==> config.mk <==
export PLATFORM = sky130hd
export DESIGN_NAME = pcs_receive_gmii
export DESIGN_NICKNAME = d
export VERILOG_FILES = /design/src/rtl/pcs_receive_gmii.sv
export SDC_FILE = /design/constraint.sdc
export NUM_CORES = 1
export LEC_CHECK = 0
export CAP_MARGIN = 20
export CORE_MARGIN = 3
export CORE_UTILIZATION = 45
export CTS_CLUSTER_DIAMETER = 200
export CTS_CLUSTER_SIZE = 20
export DETAILED_ROUTE_END_ITERATION = 8
export PLACE_DENSITY = 0.82
export SLEW_MARGIN = 20
export SYNTH_ARGS = -nofsm -noshare
export SYNTH_HDL_FRONTEND = slang
export SYNTH_SLANG_ARGS = --single-unit
==> constraint.sdc <==
create_clock -name clk -period 4 [get_ports clk]
set_input_delay 0.8 -clock clk [delete_from_list [all_inputs] [get_ports clk]]
set_output_delay 0.8 -clock clk [all_outputs]
set_load 0.1 [all_outputs]
==> src/rtl/pcs_receive_gmii.sv <==
// pcs_receive_gmii: 1000BASE-X PCS receive state machine driving GMII RX_DV/RX_ER/RXD.
// Revision 1.0 - initial release.
`default_nettype none

module pcs_receive_gmii #(
  parameter int MAX_FRAME_BYTES = 1522,
  parameter int CNT_W           = 16,
  parameter bit ERR_ON_CODE_ERR = 1'b1
) (
  input  logic             clk,
  input  logic             reset,
  input  logic             sync_status,
  input  logic             sudi_valid,
  input  logic             sudi_k,
  input  logic [7:0]       sudi_data,
  input  logic             sudi_err,
  output logic             RX_DV,
  output logic             RX_ER,
  output logic [7:0]       RXD,
  output logic             carrier_sense,
  output logic [CNT_W-1:0] frames_ok,
  output logic [CNT_W-1:0] frames_err
);

  localparam int BC_W = $clog2(MAX_FRAME_BYTES + 1);
  localparam logic [BC_W-1:0] c_MAX_BYTES = BC_W'(MAX_FRAME_BYTES);

  localparam logic [7:0] c_K28_5 = 8'hBC;
  localparam logic [7:0] c_K_S   = 8'hFB;
  localparam logic [7:0] c_K_T   = 8'hFD;
  localparam logic [7:0] c_K_R   = 8'hF7;

  localparam logic [7:0] c_RXD_SFD   = 8'h55;
  localparam logic [7:0] c_RXD_FCAR  = 8'h0E;
  localparam logic [7:0] c_RXD_CEXT  = 8'h0F;

  typedef enum logic [3:0] {
    LINK_FAILED   = 4'd0,
    WAIT_K        = 4'd1,
    RX_K          = 4'd2,
    IDLE_D        = 4'd3,
    RECEIVE       = 4'd4,
    FALSE_CARRIER = 4'd5,
    TRR           = 4'd6,
    JABBER        = 4'd7
  } state_t;

  state_t            state_q, state_d;
  logic              rx_dv_q, rx_dv_d;
  logic              rx_er_q, rx_er_d;
  logic [7:0]        rxd_q, rxd_d;
  logic              cs_q, cs_d;
  logic [BC_W-1:0]   cnt_q, cnt_d;
  logic [CNT_W-1:0]  ok_q, err_q;
  logic              inc_ok, inc_err;
  logic              is_data, is_k28_5;

  assign is_data  = !sudi_k && !sudi_err;
  assign is_k28_5 = sudi_k && !sudi_err && (sudi_data == c_K28_5);

  always_comb begin
    state_d = state_q;
    rx_dv_d = rx_dv_q;
    rx_er_d = rx_er_q;
    rxd_d   = rxd_q;
    cs_d    = cs_q;
    cnt_d   = cnt_q;
    inc_ok  = 1'b0;
    inc_err = 1'b0;

    if (!sync_status) begin
      // A frame in flight when alignment is lost is closed with one error cycle.
      state_d = LINK_FAILED;
      rxd_d   = 8'h00;
      cs_d    = 1'b0;
      if (rx_dv_q && (state_q != LINK_FAILED)) begin
        rx_dv_d = 1'b1;
        rx_er_d = 1'b1;
        inc_err = 1'b1;
      end else begin
        rx_dv_d = 1'b0;
        rx_er_d = 1'b0;
      end
    end else if (sudi_valid) begin
      rx_dv_d = 1'b0;
      rx_er_d = 1'b0;
      rxd_d   = 8'h00;
      cs_d    = 1'b0;
      case (state_q)
        LINK_FAILED: state_d = WAIT_K;
        WAIT_K: begin
          if (is_k28_5) state_d = RX_K;
        end
        RX_K: begin
          state_d = is_data ? IDLE_D : WAIT_K;
        end
        IDLE_D: begin
          if (is_k28_5) begin
            state_d = RX_K;
          end else if (sudi_k && !sudi_err && (sudi_data == c_K_S)) begin
            state_d = RECEIVE;
            rx_dv_d = 1'b1;
            rxd_d   = c_RXD_SFD;
            cs_d    = 1'b1;
            cnt_d   = '0;
          end else begin
            state_d = FALSE_CARRIER;
            rx_er_d = 1'b1;
            rxd_d   = c_RXD_FCAR;
            cs_d    = 1'b1;
          end
        end
        FALSE_CARRIER: begin
          if (is_k28_5) begin
            state_d = RX_K;
          end else begin
            rx_er_d = 1'b1;
            rxd_d   = c_RXD_FCAR;
            cs_d    = 1'b1;
          end
        end
        RECEIVE: begin
          if (sudi_err) begin
            rx_dv_d = 1'b1;
            rx_er_d = ERR_ON_CODE_ERR;
            rxd_d   = sudi_data;
            cs_d    = 1'b1;
            if (cnt_q < c_MAX_BYTES) cnt_d = cnt_q + 1'b1;
          end else if (!sudi_k) begin
            if (cnt_q >= c_MAX_BYTES) begin
              state_d = JABBER;
              rx_dv_d = 1'b1;
              rx_er_d = 1'b1;
              inc_err = 1'b1;
            end else begin
              rx_dv_d = 1'b1;
              rxd_d   = sudi_data;
              cs_d    = 1'b1;
              cnt_d   = cnt_q + 1'b1;
            end
          end else if (sudi_data == c_K_T) begin
            state_d = TRR;
            rxd_d   = c_RXD_CEXT;
            cs_d    = 1'b1;
          end else if (sudi_data == c_K28_5) begin
            state_d = RX_K;
            rx_dv_d = 1'b1;
            rx_er_d = 1'b1;
            inc_err = 1'b1;
          end else begin
            // /V/ and any unexpected K character both signal a coding error.
            rx_dv_d = 1'b1;
            rx_er_d = 1'b1;
            cs_d    = 1'b1;
          end
        end
        TRR: begin
          state_d = RX_K;
          rxd_d   = c_RXD_CEXT;
          if (sudi_k && !sudi_err && (sudi_data == c_K_R)) begin
            inc_ok  = 1'b1;
          end else begin
            rx_er_d = 1'b1;
            inc_err = 1'b1;
          end
        end
        JABBER: begin
          if (is_k28_5) state_d = RX_K;
        end
        default: state_d = LINK_FAILED;
      endcase
    end
  end

  always_ff @(posedge clk) begin
    if (reset) begin
      state_q <= LINK_FAILED;
      rx_dv_q <= 1'b0;
      rx_er_q <= 1'b0;
      rxd_q   <= 8'h00;
      cs_q    <= 1'b0;
      cnt_q   <= '0;
      ok_q    <= '0;
      err_q   <= '0;
    end else begin
      state_q <= state_d;
      rx_dv_q <= rx_dv_d;
      rx_er_q <= rx_er_d;
      rxd_q   <= rxd_d;
      cs_q    <= cs_d;
      cnt_q   <= cnt_d;
      if (inc_ok && (ok_q != {CNT_W{1'b1}}))   ok_q  <= ok_q + 1'b1;
      if (inc_err && (err_q != {CNT_W{1'b1}})) err_q <= err_q + 1'b1;
    end
  end

  assign RX_DV         = rx_dv_q;
  assign RX_ER         = rx_er_q;
  assign RXD           = rxd_q;
  assign carrier_sense = cs_q;
  assign frames_ok     = ok_q;
  assign frames_err    = err_q;

endmodule

`default_nettype wire

## Word-level counts from Yosys, hierarchy flattened

Index checks and enable logic that the tools add are counted.

| storage, ports and cells | value |
|---|---|
| output and inout port bits | 43 |
| logic and storage cells | 116 |
| bits in registers | 58 |
| input bits | 14 |

| cells by class | value |
|---|---|
| multiplexer cells | 61 |
| reductions and logical operators | 18 |
| add/subtract/negate cells | 3 |
| bitwise logic cells | 1 |
| equal/unequal tests | 23 |
| order comparisons | 2 |

Operators with widths:

| kind | count |
|---|---|
| 11-bit two-way mux | 6 |
| 1-bit two-way mux | 33 |
| 16-bit by 1-bit adder with 16-bit output, second input constant | 2 |
| 8-bit == test, second input constant | 4 |
| 4-bit two-way mux | 8 |
| 16-bit != test, second input constant | 2 |
| 8-bit case mux with 4 select lines | 1 |
| 8-bit two-way mux | 3 |
| 4-bit case mux with 6 select lines | 1 |
| 11-bit case mux with 2 select lines | 1 |
| 4-bit by 3-bit == test with 1-bit output, second input constant | 4 |
| 7-bit two-way mux | 2 |
| 3-bit != test, second input constant | 4 |
| 11-bit by 1-bit adder with 11-bit output, second input constant | 1 |
| 11-bit greater-or-equal comparator, second input constant | 1 |
| 11-bit less-than comparator, second input constant | 1 |
| 4-bit by 2-bit == test with 1-bit output, second input constant | 2 |
| 1-bit logical AND | 8 |
| 8-bit AND reduction | 1 |
| 2-bit != test, second input constant | 3 |
| 1-bit case mux with 2 select lines | 3 |
| 5-bit AND reduction | 1 |
| 4-bit by 1-bit == test with 1-bit output, second input constant | 1 |
| 4-bit logical NOT | 1 |
| other kinds (11) | 14 |

## Logic depth before layout (Yosys ltp)

| depth | value |
|---|---|
| word-level depth | 9 |
| gate-level depth with buffers | 9 |
| depth with buffers taken out | 8 |

## Least setup slack after synthesis

No wires, ideal clock.

| timing path | value |
|---|---|
| kind | flip-flop to flip-flop |
| from | register err_q[3], in the netlist frames_err[3] |
| to | register err_q[1], in the netlist frames_err[1] |
| slack | 1.094 ns |
| required time | 3.929 ns |
| stages on the path, launching flop included | 9 |
| arrival | 2.835 ns |
| buffers on the path | 2 |
| cell sequence | dfxtp_1 and4_1 and3_1 nand3_1 nor3_1 buf_2 clkbuf_1 o21ai_0 a21oi_1 |

| on the way | value |
|---|---|
| word-level cells in the longest chain between the ends | 2 |

Ends and longest elaborated chain:

| what | RTL line | source |
|---|---|---|
| start, declared | 54 | `logic [CNT_W-1:0] ok_q, err_q;` |
| start signal, assigned | 193 | `if (inc_err && (err_q != {CNT_W{1'b1}})) err_q <= err_q + 1'b1;` |
| 16-bit != test | 193 |  |
| 1-bit logical AND | 193 |  |

No other way between the ends.
A chain may end at the register's enable or synchronous reset.

## Worst setup path after layout

| timing path | value |
|---|---|
| from | input sudi_k |
| to | register err_q[14], in the netlist frames_err[14] |

| on the way | value |
|---|---|
| word-level cells in the longest chain between the ends | 7 |
| elaborated cells on any way between the ends | 9 |
| those cells by class | 6 x mux; 3 x reduce/logical |

Ends and longest elaborated chain:

| what | RTL line | source |
|---|---|---|
| start, declared | 14 | `input logic sudi_k,` |
| 1-bit logical AND (2 in a row) | 160 | `if (sudi_k && !sudi_err && (sudi_data == c_K_R)) begin` |
| 1-bit two-way mux | 160 |  |
| 1-bit case mux with 2 select lines * | 89 | `case (state_q)` |
| 1-bit two-way mux * | 84 | `end else if (sudi_valid) begin` |
| 1-bit two-way mux * | 71 | `if (!sync_status) begin` |
| 1-bit logical AND * | 193 |  |

Mark *: on every way between the ends. The rest lies on a longest branch, timed or not.

==> metrics.md <==
| Metric | Value |
|---|---|
| Clock transition at the registers of the reported paths | 0.07 ns |
| Grt ovf | 0 |
| # DRC | 0 |
| Die W | 90.2 um |
| Ys Warns | 0 |
| Sink Count | 57 |
| # port buffers | 56 |
| Max Cap Viol | 0 |
| Die area | 0.00813 mm^2 |
| First-pass GRT wire length | 13.8 mm |
| Clock root cell | clkbuf_8 |
| H-tree depth | 3 |
| Per-cell routed wire length | 14.5 um |
| CTS max path bufs | 2 |
| Total GRT Usage | 20.1% |
| Most frequent cells in the layout | dfxtp_1 (57), clkdlybuf4s50_1 (56), nor2_1 (45) |
| Commonest non-fill, non-tap cell in the layout | dfxtp_1 |
| FILL cells | 630 |
| Post-synth ARST share | 0% |
| VDD IR max | 213 uV |
| Outcome | completed |
| Fin cells | 555 |
| Pwr per Cell Area | 323 mW/mm^2 |
| Post-DP HPWL | 5.63 mm |
| Vias | 3,191 |
| Largest driver fanout on the critical path | 27 |
| Ant diodes | 0 |
| Area delta synth->final | 27.8% |
| Die Y-Extent | 90.2 um |
| Leakage | 1.32 nW |
| Post-synth top flop | dfxtp_1 |
| Vias in the first global route | 2,881 |
| Drt pass-1 iters | 4 |
| Worst Path Arrival | 3.45 ns |
| Routed Antenna Nets | 0 |
| Starting Density | 46.7% |
| Post-synth EDFFs | 0 |
| Cts repair resizes | 0 |
| Num rows | 30 |
| Mapped cell area | 0.00319 mm^2 |
| Iter 0 DRT Violations | 200 |
| #FFs+latches synth | 57 |
| Slew margin rel. | 33.2% |
| Max Clock Freq | 0.313 GHz |
| Placed Cells | 539 |
| Critical Setup Path Class | in -> reg |
| Drt total wl | 8.06 mm |
| Syn Area/Cell | 7.97 um^2 |
| Clock Skew | 0.00943 ns |
| Gpl congestion | 0.958 |
| Synth Instances | 400 |
| Largest net degree at the start of global routing | 42 |
| Worst skew pair latency | 0.34 ns |
| Final hold vios | 0 |
| Worst setup SP type | primary input |
| Tightest Pin Transition | 0.999 ns |
| CTS tree | built |
| Max-slew violations | 0 |
| Syn Nets | 418 |
| Synth unique cells | 56 |
| Critical Path Sink Type | flop |
| Fin crit share | 79.9% |
| Nets | 472 |
| Post-synthesis sequential area ratio | 35.8% |
| Setup TNS | 0 ns |
| Post-CTS setup buffers | 0 |
| Cts bufs inserted | 9 |
| Core ar. | 0.00683 mm^2 |
| Hold crit path type | reg -> reg |
| RSZ-0062 raised after global routing | no |
| Share of cells above drive strength 1 | 8.71% |
| Antenna violations before repair | 0 |
| CTS Hold Bufs | 0 |
| CP required | 4.26 ns |
| Final setup viols | 0 |
| FF-to-FF setup slack | 1.39 ns |
| Drt via density | 5.75 |
| Post-layout min period | 3.20 ns |
| Boundary Pins | 57 |
cell type report:
class | count | area, um^2 | share of cell area (%)
Clock buffer | 11 | 141 | 3.47
Sequential cell | 57 | 1140 | 28.0
Inverter | 12 | 45.0 | 1.11
Clock inverter | 5 | 103 | 2.52
Multi-Input combinational cell | 313 | 1930 | 47.3
Timing Repair Buffer | 61 | 598 | 14.7
Tap cell | 96 | 120 | 2.95
final timing paths:
check	to	start	cells after the start
worst max-delay path	frames_err[14]	sudi_k	7
worst max register to register	frames_err[11]	state_q[0]	5
worst min register to register	RXD[7]	RXD[7]	2
worst min-delay path	RXD[7]	RXD[7]	2
where the power goes:
part           internal [mW]  switching [mW]  leakage [nW]
clock                  0.430           0.232         0.120
combinational         0.0295          0.0493         0.746
sequential             0.570         0.00595         0.459
cell families (layout without fill, tap and decap cells):
kind of cell / after synthesis / after routing / share of synthesized area (%)
and+or+nand+nor: 193 / 193 / 32.5
AOI/OAI and AO/OA: 89 / 89 / 18.4
DFF: 57 / 57 / 35.8
buffers and inverters: 30 / 89 / 3.96
xor gates and xnor gates: 22 / 22 / 6.04
muxes: 5 / 5 / 1.77
adders and majority gates: 4 / 4 / 1.57
critical path, cell delays in order:
cell and delay, ns:
clkdlybuf4s50_1 0.60, or4b_4 0.51, or3_4 0.37, o221ai_2 0.09
a21oi_2 0.28, or4_1 0.56, a211oi_1 0.23
state kept, by name (all words and copies together), names as in the netlist:
| name | count |
|---|---|
| carrier_sense | 1 |
| state_q | 3 |
| cnt_q | 11 |
| RXD | 8 |
| RX_ER | 1 |
| frames_ok | 16 |
| frames_err | 16 |
| RX_DV | 1 |
metrics by stage:
step,power [mW],setup WS [ns],cell area (um^2),util [%],hold slack [ns]
after CTS,1.32,0.818,4070,59.6,0.481
after global placement,0.664,0.513,3830,56.1,0.456
after global routing,1.36,0.654,4070,59.6,0.504
final,1.32,0.804,4070,59.6,0.477
after detailed placement,0.665,0.460,3830,56.1,0.468
after floorplan,0.635,1.09,3190,-,0.480
metal layers:
layer	track usage, %	up-vias	part of all wire (%)
met5	0	-	0
met4	5.61	0	1.1
met3	4.94	12	5.4
met2	32.1	94	47
met1	27.1	1497	47
li1	-	1588	-
cells in the mapped netlist (3+ instances only):
cell / number / area, um^2
xnor2_1: 12 / 105
or4_1: 10 / 75.1
nor3_1: 14 / 70.1
nor4_1: 8 / 50.1
a31oi_1: 7 / 43.8
a221o_1: 4 / 40.0
nor2_1: 45 / 169
clkbuf_1: 14 / 52.6
nand2_1: 32 / 120
nand4_1: 14 / 87.6
or3_1: 7 / 43.8
and4_1: 4 / 35.0
nor3b_1: 4 / 30.0
nand3b_1: 3 / 22.5
inv_1: 11 / 41.3
mux2_2: 5 / 56.3
nand3_1: 22 / 110
o31ai_1: 10 / 75.1
o21ai_0: 11 / 55.1
a21oi_1: 33 / 165
nor2b_1: 5 / 31.3
a211oi_1: 4 / 30.0
nand2b_1: 5 / 31.3
xor2_1: 10 / 87.6
ha_1: 4 / 50.1
dfxtp_1: 57 / 1140
and3_1: 7 / 43.8
Power figures use the tool's default switching activity.
